<file path="config.mk">
export PLATFORM = sky130hd
export DESIGN_NAME = pc_fetch_unit
export DESIGN_NICKNAME = d
export VERILOG_FILES = /design/src/rtl/core_pkg.sv /design/src/rtl/if_buffer.sv /design/src/rtl/pc_fetch_unit.sv
export SDC_FILE = /design/constraint.sdc
export NUM_CORES = 1
export LEC_CHECK = 0
export ABC_CLOCK_PERIOD_IN_PS = 3800
export BUFFER_PORTS_ARGS = -buffer_cell sky130_fd_sc_hd__buf_4
export CORE_ASPECT_RATIO = 1.75
export CORE_UTILIZATION = 58
export CTS_BUF_LIST = sky130_fd_sc_hd__clkbuf_4
export DETAILED_ROUTE_END_ITERATION = 12
export GPL_TIMING_DRIVEN = 0
export PLACE_DENSITY_LB_ADDON = 0.05
export SYNTH_ARGS = -nofsm -noshare
export SYNTH_HDL_FRONTEND = slang
export SYNTH_SLANG_ARGS = --single-unit
</file>
<file path="constraint.sdc">
create_clock -name clk -period 3.8 [get_ports clk]
set_input_delay 0.38 -clock clk [delete_from_list [all_inputs] [get_ports clk]]
set_output_delay 0.38 -clock clk [all_outputs]
set_load 0.02 [all_outputs]
</file>
<file path="src/rtl/core_pkg.sv">
// Shared fetch-side definitions: branch select encodings, the canonical NOP
// and the fetch state encoding.
package core_pkg;

  localparam logic [1:0]  BSEL_SEQ  = 2'b00;
  localparam logic [1:0]  BSEL_BR   = 2'b01;
  localparam logic [1:0]  BSEL_JMP  = 2'b10;
  localparam logic [31:0] NOP_INSTR = 32'h0000_0013;

  typedef enum logic [1:0] {
    S_REQ  = 2'd0,
    S_WAIT = 2'd1,
    S_HALT = 2'd2
  } fetch_state_e;

  // Either jump encoding (10 or 11) selects the jump target.
  function automatic logic is_jump(input logic [1:0] sel);
    return (sel & BSEL_JMP) != 2'b00;
  endfunction

endpackage

</file>
<file path="src/rtl/if_buffer.sv">
// Single-entry fetch buffer holding the instruction (or fault) handed to decode.
// A load wins over flush and drain in the same cycle.
module if_buffer
  import core_pkg::*;
#(
  parameter int XLEN = 32
) (
  input  logic            clk,
  input  logic            rst_n,
  input  logic            load_i,
  input  logic [XLEN-1:0] load_pc_i,
  input  logic [XLEN-1:0] load_instr_i,
  input  logic            load_misalign_i,
  input  logic            flush_i,
  input  logic            drain_i,
  output logic            valid_o,
  output logic [XLEN-1:0] pc_o,
  output logic [XLEN-1:0] instr_o,
  output logic            misalign_o
);

  logic            valid_q;
  logic [XLEN-1:0] pc_q;
  logic [XLEN-1:0] instr_q;
  logic            misalign_q;

  always_ff @(posedge clk or negedge rst_n) begin
    if (!rst_n) begin
      valid_q    <= 1'b0;
      pc_q       <= '0;
      instr_q    <= XLEN'(NOP_INSTR);
      misalign_q <= 1'b0;
    end else if (load_i) begin
      valid_q    <= 1'b1;
      pc_q       <= load_pc_i;
      instr_q    <= load_instr_i;
      misalign_q <= load_misalign_i;
    end else if (flush_i || drain_i) begin
      valid_q    <= 1'b0;
      misalign_q <= 1'b0;
    end
  end

  assign valid_o    = valid_q;
  assign pc_o       = pc_q;
  assign instr_o    = instr_q;
  assign misalign_o = misalign_q;

endmodule

</file>
<file path="src/rtl/pc_fetch_unit.sv">
// Program counter and single-outstanding instruction fetch handshake.
// state  | meaning
// S_REQ  | request presented at pc, waiting for grant
// S_WAIT | granted, waiting for read data (or holding it pending buffer space)
// S_HALT | misaligned redirect taken, idle until an aligned redirect
module pc_fetch_unit
  import core_pkg::*;
#(
  parameter int              XLEN     = 32,
  parameter logic [XLEN-1:0] RESET_PC = '0
) (
  input  logic            clk,
  input  logic            rst_n,
  input  logic [1:0]      branch_sel,
  input  logic            redirect_valid,
  input  logic [XLEN-1:0] branch_target,
  input  logic [XLEN-1:0] jump_target,
  input  logic            dec_ready,
  output logic            imem_req,
  output logic [XLEN-1:0] imem_addr,
  input  logic            imem_gnt,
  input  logic            imem_rvalid,
  input  logic [XLEN-1:0] imem_rdata,
  output logic            if_valid,
  output logic [XLEN-1:0] if_pc,
  output logic [XLEN-1:0] if_instr,
  output logic            if_misalign
);

  fetch_state_e    state_q, state_d;
  logic [XLEN-1:0] pc_q, pc_d;
  logic            drop_q, drop_d;
  logic            pend_q, pend_d;
  logic [XLEN-1:0] pend_data_q, pend_data_d;

  logic            redirect;
  logic [XLEN-1:0] target;
  logic            misalign;
  logic            stale;
  logic            resp_valid;
  logic [XLEN-1:0] resp_data;
  logic            can_load;

  logic            buf_load;
  logic [XLEN-1:0] buf_pc;
  logic [XLEN-1:0] buf_instr;
  logic            buf_misalign;
  logic            buf_flush;

  assign redirect   = redirect_valid && (branch_sel != BSEL_SEQ);
  assign target     = is_jump(branch_sel) ? jump_target : branch_target;
  assign misalign   = target[1:0] != 2'b00;
  assign resp_valid = imem_rvalid || pend_q;
  assign resp_data  = pend_q ? pend_data_q : imem_rdata;
  assign can_load   = !if_valid || dec_ready;

  // A response still in flight after a redirect targets the old PC and must be dropped.
  always_comb begin
    stale = 1'b0;
    case (state_q)
      S_REQ:   stale = imem_gnt;
      S_WAIT:  stale = !resp_valid;
      S_HALT:  stale = drop_q && !imem_rvalid;
      default: stale = 1'b0;
    endcase
  end

  always_comb begin
    state_d      = state_q;
    pc_d         = pc_q;
    drop_d       = drop_q;
    pend_d       = pend_q;
    pend_data_d  = pend_data_q;
    buf_load     = 1'b0;
    buf_pc       = pc_q;
    buf_instr    = resp_data;
    buf_misalign = 1'b0;
    buf_flush    = 1'b0;
    if (redirect) begin
      pc_d      = target;
      pend_d    = 1'b0;
      buf_flush = 1'b1;
      drop_d    = stale;
      if (misalign) begin
        buf_load     = 1'b1;
        buf_pc       = target;
        buf_instr    = XLEN'(NOP_INSTR);
        buf_misalign = 1'b1;
        state_d      = S_HALT;
      end else begin
        state_d = stale ? S_WAIT : S_REQ;
      end
    end else begin
      case (state_q)
        S_REQ: if (imem_gnt) state_d = S_WAIT;
        S_WAIT: begin
          if (resp_valid) begin
            if (drop_q) begin
              drop_d  = 1'b0;
              state_d = S_REQ;
            end else if (can_load) begin
              buf_load = 1'b1;
              pc_d     = pc_q + XLEN'(4);
              pend_d   = 1'b0;
              state_d  = S_REQ;
            end else begin
              pend_d      = 1'b1;
              pend_data_d = resp_data;
            end
          end
        end
        S_HALT: if (imem_rvalid) drop_d = 1'b0;
        default: state_d = S_REQ;
      endcase
    end
  end

  always_ff @(posedge clk or negedge rst_n) begin
    if (!rst_n) begin
      state_q     <= S_REQ;
      pc_q        <= RESET_PC;
      drop_q      <= 1'b0;
      pend_q      <= 1'b0;
      pend_data_q <= '0;
    end else begin
      state_q     <= state_d;
      pc_q        <= pc_d;
      drop_q      <= drop_d;
      pend_q      <= pend_d;
      pend_data_q <= pend_data_d;
    end
  end

  assign imem_req  = rst_n && (state_q == S_REQ);
  assign imem_addr = pc_q;

  if_buffer #(.XLEN(XLEN)) u_if_buffer (
    .clk             (clk),
    .rst_n           (rst_n),
    .load_i          (buf_load),
    .load_pc_i       (buf_pc),
    .load_instr_i    (buf_instr),
    .load_misalign_i (buf_misalign),
    .flush_i         (buf_flush),
    .drain_i         (if_valid && dec_ready),
    .valid_o         (if_valid),
    .pc_o            (if_pc),
    .instr_o         (if_instr),
    .misalign_o      (if_misalign)
  );

endmodule

</file>
==> flow_results.xml <==
<?xml version="1.0" encoding="UTF-8"?>
<metrics>
  <group name="run_status">
    <metric name="run_status" unit="">finished clean</metric>
  </group>
  <group name="setup_path">
    <metric name="startpoint_type_of_the_worst_setup_path" unit="">flop</metric>
    <metric name="critical_path_peak_fanout" unit="">10</metric>
    <metric name="r2r.worst_path.cells" unit="">6</metric>
    <metric name="crit_arrival" unit="ps">3200</metric>
    <metric name="worst-r2r-setup-slack" unit="ps">1020</metric>
    <metric name="endpoint_kind" unit="">flop</metric>
    <metric name="timing_worst_setup_path_type" unit="">flop to flop</metric>
    <metric name="worstReg2RegEnd" unit="">u_if_buffer.instr_o[26]</metric>
    <metric name="crit-reg2reg-launch" unit="">state_q[1]</metric>
    <metric name="crit_path_end" unit="">u_if_buffer.instr_o[26]</metric>
    <metric name="critical_path_required_time" unit="ps">4220</metric>
    <metric name="crit_start" unit="">state_q[1]</metric>
  </group>
  <group name="synth">
    <metric name="synth-async-reset-ratio" unit="%">100</metric>
    <metric name="post_synth_edffs" unit="">0</metric>
    <metric name="syn_nets" unit="">760</metric>
    <metric name="synth_cells" unit="">655</metric>
    <metric name="ys_warn_count" unit="">0</metric>
    <metric name="synth_cell_type_count" unit="">51</metric>
    <metric name="syn-mean-instance-area" unit="sq um">10.2</metric>
    <metric name="yosys.area.top_type_share" unit="%">49.2</metric>
    <metric name="post_synth_instance_area" unit="sq um">6670</metric>
    <metric name="synth_top_cell_by_area" unit="">dfrtp_1</metric>
    <metric name="ys_top_cells_by_area" unit="">dfrtp_1 (49%), mux2_2 (9.3%), mux2i_1 (6.2%), nand2_1 (5.6%), nor2_1 (3.0%)</metric>
    <metric name="synth.yosys.seq_area_share" unit="%">50.3</metric>
    <metric name="postSynth.topFlopCell" unit="">dfrtp_1</metric>
    <metric name="postSynthRegisterBits" unit="">134</metric>
  </group>
  <group name="sta">
    <metric name="final-setup-viol-count" unit="">0</metric>
    <metric name="tns" unit="ps">0</metric>
    <metric name="tightestPinTransition" unit="ps">811</metric>
    <metric name="finalHoldViolCount" unit="">0</metric>
    <metric name="clock.fmax" unit="MHz">359</metric>
    <metric name="timing.final.max_slew_violations" unit="">0</metric>
    <metric name="final.period_utilization" unit="%">73.2</metric>
    <metric name="rsz0062_at_grt" unit="">false</metric>
    <metric name="timing.slew.headroom" unit="%">46.0</metric>
    <metric name="post-route-min-period" unit="ps">2780</metric>
    <metric name="clock-skew-final" unit="ps">20.3</metric>
  </group>
  <group name="routing">
    <metric name="post_route_drc" unit="">0</metric>
    <metric name="firstDrtPassIters" unit="">8</metric>
    <metric name="drt_iter0_drc" unit="">570</metric>
    <metric name="dr_total_vias" unit="">6152</metric>
    <metric name="route.met2.wl" unit="mm">10.6</metric>
    <metric name="vias_per_std_cell" unit="">6.01</metric>
    <metric name="detail-route-antenna-nets" unit="">0</metric>
    <metric name="detail_route.wirelength.met1" unit="mm">6.69</metric>
    <metric name="drt-total-wl" unit="mm">19.6</metric>
    <metric name="top_layer_used" unit="">met4</metric>
    <metric name="avgRoutedWirePerCell" unit="microns">19.2</metric>
    <metric name="dr_wl_met3" unit="mm">1.30</metric>
  </group>
  <group name="floorplanning">
    <metric name="die_height" unit="microns">144</metric>
    <metric name="floorplan.io_pins" unit="">203</metric>
    <metric name="core" unit="sq um">11200</metric>
    <metric name="core.rowCount" unit="">51</metric>
    <metric name="die_w" unit="microns">83.1</metric>
    <metric name="initial_core_util" unit="%">59.7</metric>
    <metric name="floorplan.die_area" unit="sq um">11900</metric>
  </group>
  <group name="pwr">
    <metric name="p_leak" unit="uW">0.00395</metric>
    <metric name="power.switching" unit="uW">1360</metric>
    <metric name="seq_power_share" unit="%">47.4</metric>
    <metric name="combinationalPowerShare" unit="%">27.1</metric>
    <metric name="internal_power" unit="uW">2560</metric>
    <metric name="power_per_standard_cell_area" unit="nW/um^2">451</metric>
    <metric name="netSwitchingFraction" unit="%">34.7</metric>
    <metric name="total_power" unit="uW">3920</metric>
    <metric name="peakVddDrop" unit="mV">0.417</metric>
    <metric name="pwr-share-clk" unit="%">25.5</metric>
  </group>
  <group name="flow_run">
    <metric name="cap_violations" unit="">0</metric>
  </group>
  <group name="place">
    <metric name="hpwlAfterDp" unit="mm">14.7</metric>
    <metric name="gp_routability_congestion" unit="">0.937</metric>
    <metric name="numPortBuffers" unit="">201</metric>
  </group>
  <group name="clock_tree">
    <metric name="cts_resized" unit="">0</metric>
    <metric name="clock_tree_from_tritoncts" unit="">done</metric>
    <metric name="clkTransAtPathRegs" unit="ps">140</metric>
    <metric name="cts-buffers-inserted" unit="">17</metric>
    <metric name="clock-sinks" unit="">134</metric>
    <metric name="cts_root_buf" unit="">clkbuf_4</metric>
    <metric name="latest_clock_arrival_within_the_worst_skew_pair" unit="ps">550</metric>
    <metric name="postCtsSetupBuffers" unit="">0</metric>
    <metric name="cts_htree_levels" unit="">4</metric>
    <metric name="clockBufferDepth" unit="">2</metric>
    <metric name="postCtsHoldBufs" unit="">1</metric>
  </group>
  <group name="cells_and_area">
    <metric name="post_route_cells_drive_above_1_share" unit="%">33.5</metric>
    <metric name="nNetsFinal" unit="">982</metric>
    <metric name="final_common_cell" unit="">buf_4</metric>
    <metric name="filler_cell_count" unit="">799</metric>
    <metric name="top_library_cells_by_usage_in_the_layout_fill_and_taps_aside" unit="">buf_4 (201), dfrtp_1 (131), nand2_1 (100), mux2_2 (55), nor2_1 (53)</metric>
    <metric name="seq_area" unit="sq um">3360</metric>
    <metric name="area.growth.synth_to_final" unit="%">30.2</metric>
    <metric name="multi_input_area" unit="sq um">3130</metric>
  </group>
  <group name="global_route">
    <metric name="antenna_found_initial" unit="">1</metric>
    <metric name="grt_start_max_net_pins" unit="">104</metric>
    <metric name="grt_first_pass_wirelength" unit="mm">31.6</metric>
    <metric name="global_route.usage.total" unit="%">34.1</metric>
    <metric name="grt_remaining_overflow" unit="">0</metric>
    <metric name="grt_pass1_vias" unit="">6404</metric>
  </group>
  <group name="min_path">
    <metric name="hold_path_class" unit="">input pin to flop</metric>
  </group>
</metrics>
==> layout make-up <==
cell class | count | share of cell area (%)
Sequential cell | 134 | 38.7
Multi-Input combinational cell | 474 | 36.1
Timing Repair Buffer | 203 | 17.9
Clock inverter | 15 | 1.95
Tap cell | 132 | 1.90
Buffer | 42 | 1.87
Clock buffer | 17 | 1.47
Inverter | 5 | 0.216
Antenna cell | 1 | 0.0288
==> how the worst min path moves through the flow <==
stage          cells past startpoint  slack (ps)                    to      startpoint
2_1_floorplan                      0          80                drop_q           rst_n
3_3_place_gp                       1         470        pend_data_q[5]  pend_data_q[5]
3_5_place_dp                       1         280  u_if_buffer.pc_o[14]           rst_n
4_1_cts                            2          50       pend_data_q[15]  imem_rdata[15]
5_1_grt                            2          40       pend_data_q[31]  imem_rdata[31]
6_report                           2          60       pend_data_q[31]  imem_rdata[31]
==> metrics by stage <==
step	area [sq um]	instances	setup slack (ps)	hold WS [ps]	utilization [%]
floorplan	6670	655	1520	84.4	-
global placement	8340	988	895	474	74.7
detailed placement	8370	989	881	282	75.0
CTS	8680	1022	1040	51.5	77.7
global route	8680	1023	831	36.5	77.8
finish	8680	1023	1020	57.8	77.8
==> cell usage after synthesis (15+ instances only) <==
master,count
nor2_1,53
xnor2_1,21
o21ai_0,29
mux2_2,55
mux2i_1,41
clkbuf_1,34
nor3_1,15
nand3_1,16
a31oi_1,25
nand2_1,100
o2bb2ai_1,18
dfrtp_1,131
==> worst max-delay path, cell delays in order (launching register included) <==
cell,delay (ps)
dfrtp_1,480
nor2_1,470
nand3_1,190
nor2_1,600
nor2_1,390
clkbuf_1,330
o2bb2ai_1,190
==> per-layer routing <==
layer  global-route usage (%)  up-vias
met5                        0        -
met4                     21.4        0
met3                     8.67       85
met2                     61.5      299
met1                     35.1     2966
li1                         -     2802
==> sequential cells by signal (all words and copies together) (netlist names) <==
name / flops
imem_addr: 32
pend_data_q: 32
drop_q: 1
pend_q: 1
u_if_buffer.instr_o: 32
u_if_buffer.misalign_o: 1
u_if_buffer.pc_o: 32
u_if_buffer.valid_o: 1
state_q: 2
==> kinds of logic (layout without fill, tap and decap cells) <==
family | count (synthesis) | count (layout) | share of synthesized area (%)
and+or+nand+nor | 233 | 233 | 16.0
DFF | 134 | 134 | 50.3
AOI/OAI and AO/OA | 119 | 119 | 12.0
muxes | 97 | 97 | 15.6
buffers and inverters | 47 | 282 | 2.72
xor gates and xnor gates | 24 | 24 | 3.15
adders and majority gates | 1 | 1 | 0.188
other | 0 | 1 | 0
==> power by group through the flow <==
| stage | registers (uW) | clock network [uW] | logic, uW |
|---|---|---|---|
| 6_report | 1860 | 1000 | 1060 |
| 5_1_grt | 1880 | 1060 | 1140 |
| 4_1_cts | 1850 | 1010 | 1060 |
| 3_5_place_dp | 1880 | 0 | 1060 |
| 3_3_place_gp | 1860 | 0 | 1020 |
| 2_1_floorplan | 2010 | 0 | 406 |
(Power assumes the default switching activity.)
